**config.mk**
```make
export PLATFORM = sky130hd
export DESIGN_NAME = fifo_drain
export DESIGN_NICKNAME = d
export VERILOG_FILES = /design/src/rtl/fifo_drain_pkg.sv /design/src/rtl/fifo_drain_skid.sv /design/src/rtl/fifo_drain.sv
export SDC_FILE = /design/constraint.sdc
export NUM_CORES = 1
export LEC_CHECK = 0
export CORE_ASPECT_RATIO = 1.75
export CORE_UTILIZATION = 40
export DETAILED_ROUTE_END_ITERATION = 7
export GPL_TIMING_DRIVEN = 0
export PLACE_DENSITY_LB_ADDON = 0.15
export SYNTH_ARGS = -nofsm -noshare
export SYNTH_HDL_FRONTEND = slang
export SYNTH_HIERARCHICAL = 1
export SYNTH_SLANG_ARGS = --single-unit
export TNS_END_PERCENT = 10
```
**constraint.sdc**
```tcl
create_clock -name clk -period 2.3 [get_ports clk]
set_clock_uncertainty 0.2 [all_clocks]
set_input_delay 0.345 -clock clk [delete_from_list [all_inputs] [get_ports clk]]
set_output_delay 0.345 -clock clk [all_outputs]
set_load 0.1 [all_outputs]
```
**src/rtl/fifo_drain_pkg.sv**
```systemverilog
// Shared read-side definitions for the 8-entry sync FIFO and its drain master.
// Holds state encodings, FIFO geometry and the read-issue credit rule.
package fifo_drain_pkg;

  typedef enum logic [1:0] {
    ST_INIT  = 2'b00,
    ST_RUN   = 2'b01,
    ST_STALL = 2'b10,
    ST_ERR   = 2'b11
  } rd_state_e;

  localparam int FIFO_DEPTH  = 8;
  localparam int FIFO_RD_LAT = 1;
  localparam int SKID_DEPTH  = 2;

  // A new read may go out only if the word it returns is guaranteed a skid slot:
  // buffered + in-flight - leaving this cycle must stay below SKID_DEPTH.
  function automatic logic issue_ok(input logic [1:0] occ, input logic inflight, input logic pop);
    return ({1'b0, occ} + {2'b00, inflight}) < (3'(SKID_DEPTH) + {2'b00, pop});
  endfunction

endpackage

```
**src/rtl/fifo_drain_skid.sv**
```systemverilog
// 2-entry in-order skid buffer; head is registered, valid whenever occupied.
// Latency: push visible at head one cycle later; caller must never push while full.
module fifo_drain_skid #(
  parameter int DATA_WIDTH = 32
) (
  input  logic                  clk,
  input  logic                  reset_n,
  input  logic                  push,
  input  logic [DATA_WIDTH-1:0] push_data,
  input  logic                  pop,
  output logic [1:0]            occ,
  output logic                  valid,
  output logic [DATA_WIDTH-1:0] head_data
);

  logic [DATA_WIDTH-1:0] ent0;
  logic [DATA_WIDTH-1:0] ent1;
  logic [1:0]            occ_q;

  always_ff @(posedge clk or negedge reset_n) begin
    if (!reset_n) begin
      ent0  <= '0;
      ent1  <= '0;
      occ_q <= 2'd0;
    end else begin
      case ({push, pop})
        2'b10: begin
          if (occ_q == 2'd0) begin
            ent0  <= push_data;
            occ_q <= 2'd1;
          end else if (occ_q == 2'd1) begin
            ent1  <= push_data;
            occ_q <= 2'd2;
          end
        end
        2'b01: begin
          ent0  <= ent1;
          occ_q <= occ_q - 2'd1;
        end
        2'b11: begin
          // Occupancy unchanged; the new word lands directly behind the departing head.
          if (occ_q == 2'd1) begin
            ent0 <= push_data;
          end else begin
            ent0 <= ent1;
            ent1 <= push_data;
          end
        end
        default: ;
      endcase
    end
  end

  assign occ       = occ_q;
  assign valid     = (occ_q != 2'd0);
  assign head_data = ent0;

endmodule

```
**src/rtl/fifo_drain.sv**
```systemverilog
// Read master for the sync FIFO: issues reads, absorbs the 1-cycle read latency, streams words out.
// Sustains 1 word/cycle; under m_ready backpressure reads stop once the 2-entry skid is committed.
module fifo_drain
  import fifo_drain_pkg::*;
#(
  parameter int DATA_WIDTH = 32,
  parameter int CNT_WIDTH  = 16
) (
  input  logic                  clk,
  input  logic                  reset_n,
  input  logic                  enable,
  input  logic                  clr_err,
  input  logic                  fifo_empty,
  input  logic [DATA_WIDTH-1:0] fifo_dout,
  input  logic                  fifo_rd_ack,
  input  logic                  fifo_rd_err,
  output logic                  fifo_rd_en,
  output logic                  m_valid,
  output logic [DATA_WIDTH-1:0] m_data,
  input  logic                  m_ready,
  output logic [CNT_WIDTH-1:0]  xfer_count,
  output logic                  err_flag
);

  rd_state_e  state;
  rd_state_e  state_nxt;
  logic       inflight;
  logic       pop;
  logic       push;
  logic       rsp_err;
  logic [1:0] occ;

  assign pop     = m_valid & m_ready;
  assign push    = inflight & fifo_rd_ack & ~fifo_rd_err;
  // A response slot with no ack is as bad as an explicit reject.
  assign rsp_err = inflight & ~push;

  fifo_drain_skid #(
    .DATA_WIDTH(DATA_WIDTH)
  ) u_skid (
    .clk      (clk),
    .reset_n  (reset_n),
    .push     (push),
    .push_data(fifo_dout),
    .pop      (pop),
    .occ      (occ),
    .valid    (m_valid),
    .head_data(m_data)
  );

  always_comb begin
    state_nxt  = state;
    fifo_rd_en = 1'b0;
    case (state)
      ST_INIT: state_nxt = ST_RUN;
      ST_RUN: begin
        fifo_rd_en = enable & ~fifo_empty & issue_ok(occ, inflight, pop);
        if (rsp_err)
          state_nxt = ST_ERR;
        else if ((occ == 2'd2) && !pop)
          state_nxt = ST_STALL;
      end
      ST_STALL: begin
        if (rsp_err)
          state_nxt = ST_ERR;
        else if (pop || (occ < 2'd2))
          state_nxt = ST_RUN;
      end
      ST_ERR: begin
        if (clr_err && !rsp_err)
          state_nxt = ST_RUN;
      end
      default: state_nxt = ST_INIT;
    endcase
  end

  always_ff @(posedge clk or negedge reset_n) begin
    if (!reset_n) begin
      state      <= ST_INIT;
      inflight   <= 1'b0;
      err_flag   <= 1'b0;
      xfer_count <= '0;
    end else begin
      state    <= state_nxt;
      inflight <= fifo_rd_en;
      // A fresh error outranks a clear arriving in the same cycle.
      if (rsp_err)
        err_flag <= 1'b1;
      else if (clr_err)
        err_flag <= 1'b0;
      if (pop)
        xfer_count <= xfer_count + CNT_WIDTH'(1);
    end
  end

endmodule
```
# Yosys cells after proc, flatten, opt, wreduce, memory -nomap -nowiden
# Index checks and enable logic that the tools add are counted.
[totals] output_inout_bits=51 mem_count=0 inputBits=40 mem_bits_rw=0 latchBits=0 elab_cells=71 rom_bits=0 ff_bits=86
[classes] n_addsub=4 n_eq_ne=15 n_shift=0 n_div=0 muxes=18 magnitude_cmp=2 n_reduce_logical=16 n_mul=0 bitwise=9
[op_table] operator="$mux 32" count=4
[op_table] operator="$pmux 32 s3" count=1
[op_table] operator="$pmux 32 s2" count=1
[op_table] operator="$add 16x1->16 const B" count=1
[op_table] operator="$mux 2" count=7
[op_table] operator="$eq 2x2->1 const B" count=5
[op_table] operator="$pmux 2 s4" count=1
[op_table] operator="$reduce_bool 2->1" count=4
[op_table] operator="$and 1x1->1" count=6
[op_table] operator="$eq 2x1->1 const B" count=3
[op_table] operator="$ne 2x2->1 const B" count=3
[op_table] operator="$ne 3x3->1 const B" count=2
[op_table] operator="$reduce_and 3->1" count=2
[op_table] operator="$logic_not 2->1" count=2
[op_table] operator="$pmux 2 s2" count=1
[op_table] operator="$reduce_and 2->1" count=2
[op_table] operator="$add 2x1->3" count=1
[op_table] operator="$add 2x1->3 const A" count=1
[op_table] operator="$lt 3x3->1" count=1
[op_table] operator="$mux 1" count=3
[op_table] operator="$ne 3x1->1 const B" count=1
[op_table] operator="$not 1->1" count=3
[op_table] operator="$reduce_bool 3->1" count=1
[op_table] operator="$logic_and 1x1->1" count=2
[op_table] operator="other kinds (5)" count=6

# Longest topological paths before layout
[depth] ltp_word=8 ltp_mapped=11

# Hierarchy
# Netlist, hierarchy kept.
[by_module_without_submodules] mod="fifo_drain_skid" n_inst=1 cells_per_inst=210 area_each_um2=2896.5
[by_module_without_submodules] mod="fifo_drain" n_inst=1 cells_per_inst=92 area_each_um2=1057.3

# Worst setup path before layout
# No wires, ideal clock.
[synth_timing] path_type="flip-flop to flip-flop" start="reg u_skid.occ_q[0], in the netlist u_skid/occ[0]" end="reg inflight" synth_period_minus_slack_ps=5670 slack_ps=-3370 n_path_buf=0 stages_incl_launch_ff=7 t_arrival_ps=5023 t_required_ps=1653 path_cell_list="dfrtp_1 inv_1 ha_1 inv_1 nand2_1 o21ai_0 nor4b_1"
[synth_via] elab_chain_len=6 elab_cells_between_ends=7
[synth_lines] element="start: declaration" line_no="fifo_drain_skid.sv:18" text="logic [1:0] occ_q;"
[synth_lines] element="start signal: assignment" line_no="fifo_drain_skid.sv:38" text="occ_q <= occ_q - 2'd1;"
[synth_lines] element="$reduce_bool 2->1" line_no="fifo_drain_skid.sv:55" text="assign valid = (occ_q != 2'd0);"
[synth_lines] element="net m_valid" line_no="fifo_drain.sv:18" text="output logic m_valid,"
[synth_lines] element="$and 1x1->1" line_no="fifo_drain.sv:33" text="assign pop = m_valid & m_ready;"
[synth_lines] element="$add 2x1->3" line_no="fifo_drain_pkg.sv:19" text="return ({1'b0, occ} + {2'b00, inflight}) < (3'(SKID_DEPTH) + {2'b00, pop});"
[synth_lines] element="$lt 3x3->1" line_no="fifo_drain_pkg.sv:19"
[synth_lines] element="$and 1x1->1" line_no="fifo_drain.sv:57" text="fifo_rd_en = enable & ~fifo_empty & issue_ok(occ, inflight, pop);"
[synth_lines] element="$mux 1" line_no="fifo_drain.sv:54" text="case (state)"
[synth_lines] element="net fifo_rd_en" line_no="fifo_drain.sv:17" text="output logic fifo_rd_en,"
[synth_lines] element="end signal: assignment" line_no="fifo_drain.sv:85" text="inflight <= fifo_rd_en;"
[synth_lines] element="end: declaration" line_no="fifo_drain.sv:27" text="logic inflight;"
# The timed path passes the listed nets, and every way through them passes these cells.
# A chain may end at the register's enable or synchronous reset.

# Worst setup path after layout
[layout_timing] start="reg u_skid.occ_q[0], in the netlist u_skid/occ[0]" end="out fifo_rd_en"
[layout_via] elab_chain_len=6 elab_cells_between_ends=7
[layout_lines] element="$reduce_bool 2->1" line_no="fifo_drain_skid.sv:55"
[layout_lines] element="$and 1x1->1" line_no="fifo_drain.sv:33"
[layout_lines] element="$add 2x1->3" line_no="fifo_drain_pkg.sv:19"
[layout_lines] element="$lt 3x3->1 *" line_no="fifo_drain_pkg.sv:19"
[layout_lines] element="$and 1x1->1 *" line_no="fifo_drain.sv:57"
[layout_lines] element="$mux 1 *" line_no="fifo_drain.sv:54"
[layout_lines] element="end: declaration" line_no="fifo_drain.sv:17"
# Every way passes the cells marked *; elsewhere a longest branch is shown, timed or not.

==> run metrics <==
multiplexer share of the synthesized area=0.1089; Post-Synth XOR/XNOR Area=0.03544; Detailed Route Iter0 Violations=158; Max H-tree Level=3; RSZ-0062 raised after global routing=true; antenna violations before repair=0; Die ar.=0.01030 mm²; FF-to-FF Start=u_skid/occ[0]$_DFFE_PN0P_; Core Area=0.009527 mm²; CTS sink cnt=86; share of layout cells above drive strength 1=0.3017; filler instances=839; Clock transition at path regs=60 ps; Final Cycle Share=1.000; sw power=4.296 mW; TritonCTS buffer count=9; Max-cap violations=0; DIE HEIGHT=133.5 µm; GRT Max-Usage Layer=met2; grt total ovfl=0; fmax=0.4347 GHz; Compound-Gate Fraction of Synth Area=0.1275; GR Layer Usage met2=0.3078; Hold Fails Final Rpt=0; vias per cell=5.077; CP Capture Type=output pin; Yosys top cell area share=0.5443; Final min period=2301 ps; Die W=77.16 µm; FP Rows=47; Post-layout nets=466; Starting Density=0.4150; DP Wirelength=5.971 mm; Ports=91; largest net degree at the start of global routing=72; cell taking the most area after synthesis=dfrtp_1; Max rail drop VDD=0.8883 mV; switching share of power=0.5001; Int Pwr=4.295 mW; GRT met1 Usage=0.1996; WP data required=1750 ps; clock tree buffer depth=2; vias=2757; synth top area cells=dfrtp_1 (54%), o221a_2 (7.1%), mux2_2 (6.6%), nand2b_1 (4.3%), mux2_4 (3.8%); DR WL/cell=16.02 µm; Non-Filler Instances=543; CP Max Fanout=4; power per cell area=1546 mW/mm²; final setup vio count=1; Post-Place Cells=515; FF-to-FF path depth=10; Port Buffers=90; Total Neg Setup Slack=-0.5667 ps; sequential fraction of the synthesis area=0.5443; clock power share=0.179; vias in the first global route=2884; failing checks=setup timing; TritonCTS clock tree=built; combinational share of power=0.542; Synth Area in Adders=0.02848; R2R setup slack=50 ps; Yosys warnings=6; Layout Utilization=0.5833; Yosys cell types=48; min-delay worst type=primary input to asynchronous set/reset pin; overall power=8.591 mW; cell area after synthesis=0.003954 mm²; #FFs+latches synth=86; largest family of logic cells by synthesized area=compound AO/OA/AOI/OAI gates; status=complete, but fails checks; P&R area growth vs syn=40.54%; Leakage=2.691 nW; met3 usage=0.04315; synthesized area per cell=13.09 µm²; Final WS setup=-0.5667 ps; Worst-Margin Slew=984.5 ps; Mapped Nets=351; Post-route DRC=0; R2R Path End=u_skid/ent1[20]$_DFFE_PN0P_; sequential power share=0.280; Max Transition Viols Final=0; simple-gate area share of the yosys netlist=0.1146; critical path type=flip-flop to output pin; Worst-Skew Late Latency=330 ps; clock root buffer=clkbuf_16; final WL=8.697 mm; GRT Util Overall=0.1760; Hold WS=233.5 ps; Startpoint Class=flip-flop; post-route antenna net violation count=0; # diodes=0; first-pass iteration count of the detailed router=4; WP data arrival=1760 ps; Synth Instances=302; gpl congestion=0.7427; relative slew slack=0.3463; first-pass GRT wire length=14.03 mm
## worst max-delay path, cell delays in order (launching register included)
cell        delay (ps)
dfrtp_2            420
inv_2               60
ha_4               170
clkinvlp_4          80
nand2_4             70
o21ai_2            110
nor4b_4            240
buf_6              270
## power by group through the flow
stage	Sequential (mW)	Combinational, mW	Clock, mW
4_1_cts	2.41	4.57	1.58
6_report	2.40	4.65	1.53
3_3_place_gp	2.44	4.67	0
5_1_grt	2.47	4.86	1.64
3_5_place_dp	2.46	4.73	0
2_1_floorplan	4.77	1.29	0
## flip-flops by register name, summed over array words and instances (netlist names)
name / flops
err_flag: 1
inflight: 1
state: 2
u_skid/ent1: 32
u_skid/head_data: 32
u_skid/occ: 2
xfer_count: 16
## synthesized netlist by cell type (all sizes together)
cell type and count:
nor2 6, ha 9, a221o 1, a31oi 3, and2 2, a21o 2, a21boi 2, and2b 1
xnor2 11, xor2 5, dfrtp 86, buf 11, o221a 25, o21ai 11, nand4 4, a211o 1
clkbuf 2, nor2b 2, a21oi 5, and3 1, nand3 8, and3b 1, inv 17, nor4 1
nor4b 1, a211oi 1, or2 1, nand2b 28, nand2 8, nor3 3, mux2 34, a22oi 7
a311oi 1, mux2i 1
## worst max-delay path by stage
stage	startpoint	endpoint	slack [ps]	depth (start not counted)
after floorplan	u_skid/occ[1]$_DFFE_PN0P_	fifo_rd_en	-550	6
after global placement	reset_n	u_skid/occ[0]$_DFFE_PN0P_	-2770	1
after detailed placement	m_ready	fifo_rd_en	-780	5
after CTS	inflight$_DFF_PN0_	fifo_rd_en	-150	5
after global routing	u_skid/occ[0]$_DFFE_PN0P_	fifo_rd_en	-140	7
final	u_skid/occ[0]$_DFFE_PN0P_	fifo_rd_en	-0.6	7
## timing repair
| action | in CTS | in global routing |
|---|---|---|
| setup endpoints to repair | 110 | 47 |
| endpoints found under the hold margin | 15 | 0 |
| pin swaps | 0 | 1 |
| hold buffers | 1 | 0 |
| buffers inserted | 7 | 5 |
| gates resized for setup | 66 | 19 |
| cloned | 0 | 1 |
## kinds of logic after synthesis
group / Yosys count
simple gates: 67
xor+xnor: 16
compound gates: 59
fa+ha+maj: 9
buf+inv: 30
mux: 35
flops: 86
## area by class of cell
cell class,count,area (µm²),share of cell area
plain buffers,12,102.6,0.01846
repair buffers,105,1011,0.1819
inverters,17,72.57,0.01306
flip-flops and latches,86,2155,0.3878
multi-input cells,186,1750,0.3150
clock inverters,5,83.83,0.01509
clock buffers,10,229.0,0.04121
well taps,122,152.6,0.02747
## cells in the final DEF, fill, tap and decap left out, types with 7 or more instances in the layout
cell	count
inv_1	13
o221a_2	25
mux2_4	18
nand2_1	7
dfrtp_1	84
o21ai_0	9
xnor2_1	11
a22oi_1	7
clkbuf_16	10
mux2_2	15
buf_4	14
nand2b_1	27
clkdlybuf4s50_1	38
dlygate4sd2_1	49
## per-stage QoR
step / instance area [µm²] / setup slack (ps)
floorplan: 3994 / -553.6
global placement: 5047 / -2770
detailed placement: 5072 / -776.4
CTS: 5414 / -152.9
global route: 5557 / -135.7
finish: 5557 / -0.5667
## per-layer routing
metal / wire [µm] / share of wire
met1: 3589 / 0.41
met5: 0 / 0
met4: 90 / 0.010
met2: 4682 / 0.54
met3: 334 / 0.038
Note: power is estimated with default switching activity, not from simulation.
==> RTL edit: new RTL, same settings <==
Re-encode `rd_state_e` (4 states) as one-hot, 4 bits wide.
--- a/src/rtl/fifo_drain_pkg.sv
+++ b/src/rtl/fifo_drain_pkg.sv
@@ -2,11 +2,11 @@
 // Holds state encodings, FIFO geometry and the read-issue credit rule.
 package fifo_drain_pkg;
 
-  typedef enum logic [1:0] {
-    ST_INIT  = 2'b00,
-    ST_RUN   = 2'b01,
-    ST_STALL = 2'b10,
-    ST_ERR   = 2'b11
+  typedef enum logic [3:0] {
+    ST_INIT  = 4'b0001,
+    ST_RUN   = 4'b0010,
+    ST_STALL = 4'b0100,
+    ST_ERR   = 4'b1000
   } rd_state_e;
 
   localparam int FIFO_DEPTH  = 8;
Behaviour: no difference found for any inputs over 10 cycles, from zero or initial values and one cycle with reset_n low; not proved beyond that.
==> RTL edit against the original RTL <==
Total power shrank 3.8%. First-iteration DRC count decreased by 44%. Combinational power down 7.1%. Worst setup slack lost 92 ps. Critical endpoint unchanged. Worst hold slack gained 55 ps. Final area up 1.6%. Sequential cell count up 2. Non-clock buffer count increased by 2. Synthesized area up 1.1%. The flow still finishes with violations (setup timing). Wire length decreased by 0.46%.
==> RTL edit: results (changes against the original RTL) <==
1st-iter DRT viols = 88 (-44%)
Pre-CTS worst setup slack = -923 ps (-147 ps)
Post-route cell area = 5640 µm² (+1.6%)
Wire length on met1 = 3540 µm (-1.3%)
DR WL/cell = 15.6 µm (-2.4%)
Status = complete, but fails checks
Met2 Use GR = 32.8% (+2.1 points)
HPWL Detailed = 6100 µm (+2.1%)
Detailed-route via count = 2870 (+4.1%)
First-pass GRT wire length = 14700 µm (+4.5%)
Vias in the first global route = 3017 (+4.6%)
Register area share after synthesis = 55.1% (+0.69 points)
Largest net degree at the start of global routing = 52 (-28%)
Setup WS post-layout = -92.2 ps (-91.6 ps)
Routability cong. = 0.773 (+4.1%)
Finish-stage setup viols = 13 (+12)
Comb. pwr = 4.32 mW (-7.1%)
Tot GR Track Use = 17.9% (+0.30 points)
Post-Syn Nets = 356 (+1.4%)
Met2 wire length = 4660 µm (-0.56%)
Leakage dissipation = 2.74 nW (+1.7%)
Reg2reg end = u_skid/ent1[29]
Layout cells sized above 1 = 29.2% (-1.0 points)
Routing usage on met1 = 20.3% (+0.32 points)
Count of cell types in the netlist = 48 (unchanged)
Worst reg-to-reg setup slack = -70 ps (-120 ps)
Worst VDD drop = 1.00 mV (+13%)
Final setup TNS = -803 ps (-803 ps)
Dpl cells = 523 (+1.6%)
Top post-synthesis cells by area = dfrtp_1 54%, o221a_2 7.0%, mux2_2 6.5%
Switching power = 4.04 mW (-5.9%)
Grt met3 use = 3.20% (-1.1 points)
Reg2Reg Depth = 12 (+2)
Crit path DAT = 1850 ps (+90 ps)
Fillers = 813 (-3.1%)
CP delay by family, top = flip-flops
Worst slew pin tran = 996 ps (+11.7 ps)
Post-Layout Cell Count = 554 (+2.0%)
Synthesized area per cell = 12.9 µm² (-1.5%)
Failing checks = setup timing
Layout net count = 473 (+1.5%)
Detail Route met3 WL = 324 µm (-3.0%)
Critical path peak fanout = 3 (-1)
Post-synth top cells = 87 x dfrtp_1, 27 x nand2b_1, 25 x o221a_2
HP Class = reg2reg
TritonRoute pass-1 iters = 4 (unchanged)
Pwr Total = 8.26 mW (-3.8%)
-- RTL edit: cell count changes in the layout (fill, tap and decap cells not counted), moves of 3 or more --
cell	unedited run	this run
ha_1	6	3
mux2_2	15	18
mux2_4	18	15
nand4_1	4	1
nor2_1	5	9
nor3b_1	0	3
-- RTL edit: kinds of logic (layout without fill, tap and decap cells) --
| logic type | Yosys count | count (layout) | synth area share [%] |
|---|---|---|---|
| buffers and inverters | 29 | 151 | 3.94 |
| xor gates and xnor gates | 17 | 17 | 3.72 |
| DFF | 88 | 88 | 55.1 |
| AOI/OAI and AO/OA | 62 | 62 | 13.1 |
| muxes | 34 | 34 | 10.5 |
| and+or+nand+nor | 74 | 74 | 11.8 |
| adders and majority gates | 6 | 6 | 1.88 |
-- RTL edit: worst min-delay path by stage --
stage                         startpoint              endpoint  slack, ps
after floorplan                  reset_n              err_flag       -150
after global placement    xfer_count[15]        xfer_count[15]        260
after detailed placement         reset_n  u_skid/head_data[22]        160
after CTS                 xfer_count[15]        xfer_count[15]        290
after global routing      xfer_count[15]        xfer_count[15]        300
final                     xfer_count[15]        xfer_count[15]        290
-- RTL edit: timing repair --
action	in CTS	in global routing
setup endpoints to repair	115	30
setup buffers	12	2
hold buffers	1	0
pin swaps	2	0
hold endpoints to repair	36	0
gates resized for setup	69	20
cloned	1	0
-- RTL edit: final cells by class --
type / instances / area, µm² / share of cell area, %
repair buffers: 107 / 1060 / 18.8
well taps: 122 / 153 / 2.70
inverters: 16 / 71.3 / 1.26
clock buffers: 12 / 256 / 4.54
flip-flops and latches: 88 / 2200 / 39.1
plain buffers: 12 / 113 / 2.00
multi-input cells: 193 / 1730 / 30.7
clock inverters: 4 / 52.6 / 0.931
